==> config.mk <==
export PLATFORM = sky130hd
export DESIGN_NAME = spi_minion
export DESIGN_NICKNAME = d
export VERILOG_FILES = /design/src/rtl/spi_pkg.sv /design/src/rtl/spi_sync.sv /design/src/rtl/spi_minion.sv
export SDC_FILE = /design/constraint.sdc
export NUM_CORES = 1
export LEC_CHECK = 0
export ABC_AREA = 1
export CORE_MARGIN = 4
export CORE_UTILIZATION = 30
export DETAILED_ROUTE_END_ITERATION = 7
export PLACE_DENSITY_LB_ADDON = 0.1
export SETUP_SLACK_MARGIN = 0.1
export SLEW_MARGIN = 20
export SYNTH_ARGS = -nofsm -noshare
export SYNTH_HDL_FRONTEND = slang
export SYNTH_SLANG_ARGS = --single-unit
==> constraint.sdc <==
create_clock -name clk -period 1.3 [get_ports clk]
set_clock_uncertainty 0.05 [all_clocks]
set_input_delay 0.195 -clock clk [delete_from_list [all_inputs] [get_ports clk]]
set_output_delay 0.195 -clock clk [all_outputs]
set_load 0.02 [all_outputs]
==> src/rtl/spi_pkg.sv <==
// ---------------------------------------------------------------------------
// spi_pkg
// Shared definitions for the SPI minion slice.
//   state_t          : FSM state encoding (IDLE, ACTIVE)
//   SPI_SYNC_STAGES  : number of flops in each pin synchronizer chain
//   cnt_width()      : width of a bit counter that must hold 0..n+1
// ---------------------------------------------------------------------------
package spi_pkg;

    typedef enum logic {
        IDLE   = 1'b0,
        ACTIVE = 1'b1
    } state_t;

    localparam int SPI_SYNC_STAGES = 2;

    // The frame counter saturates one past the frame width so that an
    // over-long frame remains distinguishable from a correct one.
    function automatic int cnt_width(input int n);
        return $clog2(n + 2);
    endfunction

endpackage

==> src/rtl/spi_sync.sv <==
// ---------------------------------------------------------------------------
// spi_sync
// One-bit synchronizer for an asynchronous SPI pin, followed by an edge
// detector. The pin passes through SPI_SYNC_STAGES flops, then one more flop
// holds the previous synchronized value for edge detection.
//
// Ports
//   clk    in   system clock
//   reset  in   synchronous, active-high reset
//   din    in   asynchronous pin
//   level  out  synchronized pin level
//   rise   out  one-cycle pulse on a synchronized 0->1 transition
//   fall   out  one-cycle pulse on a synchronized 1->0 transition
//
// Parameter
//   RESET_VAL  value loaded into every flop on reset; matches the idle level
//              of the pin so that no false edge appears after reset.
// ---------------------------------------------------------------------------
module spi_sync
    import spi_pkg::*;
#(
    parameter logic RESET_VAL = 1'b0
) (
    input  logic clk,
    input  logic reset,
    input  logic din,
    output logic level,
    output logic rise,
    output logic fall
);

    logic [SPI_SYNC_STAGES-1:0] sync_q;
    logic                       prev_q;

    // NOTE: sequential state is always written with non-blocking assignments
    // so every flop in the chain samples the value from before this edge.
    always_ff @(posedge clk) begin
        if (reset) begin
            sync_q <= {SPI_SYNC_STAGES{RESET_VAL}};
            prev_q <= RESET_VAL;
        end else begin
            sync_q <= {sync_q[SPI_SYNC_STAGES-2:0], din};
            prev_q <= sync_q[SPI_SYNC_STAGES-1];
        end
    end

    assign level = sync_q[SPI_SYNC_STAGES-1];
    assign rise  = level & ~prev_q;
    assign fall  = ~level & prev_q;

endmodule

==> src/rtl/spi_minion.sv <==
// ---------------------------------------------------------------------------
// spi_minion
// SPI mode 0 (CPOL=0, CPHA=0) minion, MSB first, full duplex. All SPI pins
// are oversampled by clk (at least 8x sclk); every pin goes through spi_sync,
// so pin edges are acted on three clk cycles after they occur.
//
// Ports
//   clk        in   system clock
//   reset      in   synchronous, active-high reset
//   cs         in   chip select, active low (asynchronous)
//   sclk       in   serial clock (asynchronous)
//   mosi       in   serial data from the master
//   miso       out  serial data to the master; 0 while idle
//   send_msg   in   word loaded for transmission when a frame starts
//   send_rdy   out  pulse: send_msg captured this cycle
//   recv_msg   out  last correctly framed word, held until the next one
//   recv_val   out  pulse: recv_msg updated
//   frame_err  out  pulse: frame ended with a bit count other than nbits
//
// Parameter
//   nbits      frame width, 2..64
// ---------------------------------------------------------------------------
module spi_minion
    import spi_pkg::*;
#(
    parameter int nbits = 32
) (
    input  logic             clk,
    input  logic             reset,
    input  logic             cs,
    input  logic             sclk,
    input  logic             mosi,
    output logic             miso,
    input  logic [nbits-1:0] send_msg,
    output logic             send_rdy,
    output logic [nbits-1:0] recv_msg,
    output logic             recv_val,
    output logic             frame_err
);

    localparam int             CW       = cnt_width(nbits);
    localparam logic [CW-1:0]  CNT_FULL = CW'(nbits);
    localparam logic [CW-1:0]  CNT_SAT  = CW'(nbits + 1);

    // -----------------------------------------------------------------
    // Pin synchronizers. cs idles high, sclk and mosi idle low; the
    // flops reset to those levels. Outputs nobody needs are named
    // *_unused.
    // -----------------------------------------------------------------
    logic cs_rise, cs_fall, cs_level_unused;
    logic sclk_rise, sclk_fall, sclk_level_unused;
    logic mosi_s, mosi_rise_unused, mosi_fall_unused;

    spi_sync #(.RESET_VAL(1'b1)) u_sync_cs (
        .clk   (clk),
        .reset (reset),
        .din   (cs),
        .level (cs_level_unused),
        .rise  (cs_rise),
        .fall  (cs_fall)
    );

    spi_sync #(.RESET_VAL(1'b0)) u_sync_sclk (
        .clk   (clk),
        .reset (reset),
        .din   (sclk),
        .level (sclk_level_unused),
        .rise  (sclk_rise),
        .fall  (sclk_fall)
    );

    // mosi has the same synchronizer latency as sclk, so the level seen
    // alongside a detected sclk rise is the bit the master set up for it.
    spi_sync #(.RESET_VAL(1'b0)) u_sync_mosi (
        .clk   (clk),
        .reset (reset),
        .din   (mosi),
        .level (mosi_s),
        .rise  (mosi_rise_unused),
        .fall  (mosi_fall_unused)
    );

    // -----------------------------------------------------------------
    // Frame FSM, shift register and bit counter. All outputs are
    // registered; the three status pulses default low every cycle and
    // are set in mutually exclusive branches, so they are one cycle wide
    // and never coincide.
    // -----------------------------------------------------------------
    state_t            state;
    logic [nbits-1:0]  shreg;
    logic [CW-1:0]     bit_cnt;

    always_ff @(posedge clk) begin
        if (reset) begin
            state     <= IDLE;
            shreg     <= '0;
            bit_cnt   <= '0;
            recv_msg  <= '0;
            miso      <= 1'b0;
            send_rdy  <= 1'b0;
            recv_val  <= 1'b0;
            frame_err <= 1'b0;
        end else begin
            send_rdy  <= 1'b0;
            recv_val  <= 1'b0;
            frame_err <= 1'b0;

            case (state)
                IDLE: begin
                    miso <= 1'b0;
                    if (cs_fall) begin
                        state    <= ACTIVE;
                        shreg    <= send_msg;
                        // The first bit must be on miso before the first
                        // sclk rise, so it comes straight from send_msg.
                        miso     <= send_msg[nbits-1];
                        bit_cnt  <= '0;
                        send_rdy <= 1'b1;
                    end
                end

                ACTIVE: begin
                    if (cs_rise) begin
                        // End of frame takes priority over any sclk edge
                        // detected in the same cycle.
                        state <= IDLE;
                        miso  <= 1'b0;
                        if (bit_cnt == CNT_FULL) begin
                            recv_msg <= shreg;
                            recv_val <= 1'b1;
                        end else begin
                            frame_err <= 1'b1;
                        end
                    end else begin
                        if (sclk_rise) begin
                            shreg <= {shreg[nbits-2:0], mosi_s};
                            if (bit_cnt != CNT_SAT) begin
                                bit_cnt <= bit_cnt + 1'b1;
                            end
                        end
                        // After a rise the MSB already holds the next bit
                        // to transmit; present it on the following fall.
                        if (sclk_fall) begin
                            miso <= shreg[nbits-1];
                        end
                    end
                end

                default: begin
                    state <= IDLE;
                    miso  <= 1'b0;
                end
            endcase
        end
    end

endmodule

==> run metrics <==
outcome finished with violations; violated checks negative setup slack; CTS tree done; Max Cap Viol 0; hold depth 3; WL final 9.11 mm; final hold viol count 0; Die Span Y 114 µm; Crit path depth 7; CTS sink count 83; Slew headroom 0.763; slowest CP cell dfxtp_4; vias in the first global route 3150; syn avg cell area 7.04 µm²; Compound-Gate Fraction of Synth Area 0.169; Crit path max-delay family buffers and inverters; initial DRC count 114; Crit Path Class register to register; RSZ-0062 raised after global routing true; share of post-route cells with drive strength above 1 0.294; CTS hold repair buffers 0; crit-path cells buf_6, nand2_4, nand3_4, buf_4, clkbuf_16, o21ai_0, nor2_1; Chip Width 114 µm; CTS Buf Count 9; first-pass GRT wire length 14.8 mm; Clock Tree Buf Depth 2; Rows 38; Unique masters post-synth 20; DRC errors left 0; syn_nets 518; r2r worst-path depth 7; Crit Path Max Fanout 6; total power draw 5.53 mW; Synth Register Bits 83; critical path launch point type register; post-synthesis mux area share 0; Power Density 1080 nW/µm²; Placer Congestion 0.765; Vias/cell 4.50; Final period util 1.07; commonest non-fill, non-tap cell in the layout nor2_1; DP Worst Slack -0.0846 ns; gr ovfl total 0; htree depth 3; DR vias 3270; number of synthesized flops with an enable pin 0; clk_lat worst skew 0.35 ns; Critical Path AT 1.59 ns; Syn Std Cell Area 3360 µm²; fmax 717 MHz; gr usage total 0.141; CP endpoint kind register; Max Slew Vio Count 0; Post-synth ARST share 0; crit path time final 1.40 ns; WP data required 1.49 ns; Synth warnings 0; Mapped Cells 478; largest net degree at the start of global routing 28; worst hold path type primary input to register; Root Buffer clkbuf_8; Final ANT Viol Nets 0; Syn-to-layout area delta 52.2%; Buffers & Inverters on Critical Path 3; I/O pin count 73; Worst Max-Slew Pin Slew 0.356 ns; Pre-antenna DRT Iters 4; IO buf count 72; xor/xnor share of the synthesized area 0; Crit path largest cell delay 0.38 ns; final number of setup-violating endpoints 56; diode count 0; final net count 621; peak supply drop 425 µV; Starting Density 0.309; simple-gate share of the synthesized area 0.244; highest-count cells in the layout ignoring fill and taps nor2_1, nand2_1, dfxtp_1; Worst-path clk slew 0.09 ns; Post-Synth Adder-Cell Area 0.0112; WL/cell 12.5 µm; final worst slack -0.0951 ns; die footprint 13000 µm²; leak pwr 2.33 nW; register area share after synthesis 0.494; core box area 10900 µm²; HPWL after detailed placement 5.93 mm; Main synth FF type dfxtp_1; initial antenna violation count 0; largest family of logic cells by synthesized area simple AND/OR/NAND/NOR gates
power by group:
| group | leakage [nW] | internal, mW | switching, mW |
|---|---|---|---|
| Clock | 0.0957 | 0.948 | 0.946 |
| Combinational | 1.55 | 0.452 | 0.437 |
| Sequential | 0.678 | 2.66 | 0.0864 |
| Total | 2.33 | 4.06 | 1.47 |
cell families after synthesis:
family / Yosys count
flip-flops: 83
AO/OA/AOI/OAI: 113
buffers and inverters: 69
adder cells (fa/ha/maj): 3
AND/OR/NAND/NOR: 210
synth_stat cells, types with 2 or more instances:
library cell	n	area (µm²)
o21ai_1	9	45.0
ha_1	3	37.5
nand2_1	87	327
inv_2	3	11.3
or2_2	2	12.5
nor2_1	108	405
nor2_2	2	12.5
nor3_1	2	10.0
a21oi_1	25	125
inv_1	39	146
clkbuf_1	13	48.8
nand3_1	7	35.0
dfxtp_1	83	1660
o21ai_0	77	385
buf_2	13	65.1
state kept, by name, indices dropped and copies added (netlist names), 2 cells and up:
signal              flops
u_sync_sclk.sync_q      2
bit_cnt                 6
u_sync_mosi.sync_q      2
recv_msg               32
u_sync_cs.sync_q        2
shreg                  32
cell type report:
| type | instances | area (µm²) |
|---|---|---|
| clock buffer | 11 | 141 |
| clock inverter | 5 | 62.6 |
| fill | 1090 | 5770 |
| inverter | 42 | 178 |
| multi-input combinational | 326 | 1730 |
| sequential | 83 | 1670 |
| tap | 140 | 175 |
| timing repair buffer | 118 | 1140 |
| timing repair inverter | 1 | 16.3 |
what timing repair did:
item	in CTS	in global routing
pin swaps	18	10
setup endpoints to repair	108	73
setup buffers	4	6
resized for setup	221	80
gates cloned	3	3
worst register-to-register path: cells and delay by family, from the launching register on:
| family | cells | cell delay, ns |
|---|---|---|
| and+or+nand+nor | 3 | 0.27 |
| DFF | 1 | 0.38 |
| buffers and inverters | 3 | 0.45 |
| AOI/OAI and AO/OA | 1 | 0.15 |
routing by layer:
metal,up-vias,wire (µm),share of wire,GRT usage
li1,1726,-,-,-
met1,1477,4160,0.46,0.178
met2,59,4420,0.49,0.232
met3,8,414,0.045,0.0334
met4,0,116,0.013,0.0546
met5,-,0,0,0
through the flow:
step | cells | area, µm² | TNS (ns) | hold WS [ns] | util
after floorplan | 478 | 3440 | 0 | 0.221 | -
after global placement | 696 | 4490 | -2.99 | 0.343 | 0.413
after detailed placement | 696 | 4490 | -4.04 | 0.344 | 0.413
after CTS | 719 | 4860 | -1.01 | 0.290 | 0.447
after global routing | 726 | 5120 | -6.45 | 0.300 | 0.470
final | 726 | 5120 | -2.20 | 0.305 | 0.470
path summary, 6_finish.rpt:
check / start / endpoint / slack [ns]
setup reg to reg: state$_SDFF_PP0_ / shreg[28]$_SDFFE_PP0P_ / -0.1
setup / recovery: state$_SDFF_PP0_ / shreg[28]$_SDFFE_PP0P_ / -0.1
hold reg to reg: u_sync_sclk.sync_q[0]$_SDFF_PP0_ / u_sync_sclk.sync_q[1]$_SDFF_PP0_ / 0.35
hold / removal: mosi / u_sync_mosi.sync_q[0]$_SDFF_PP0_ / 0.30
Note: power is estimated with default switching activity, not from simulation.
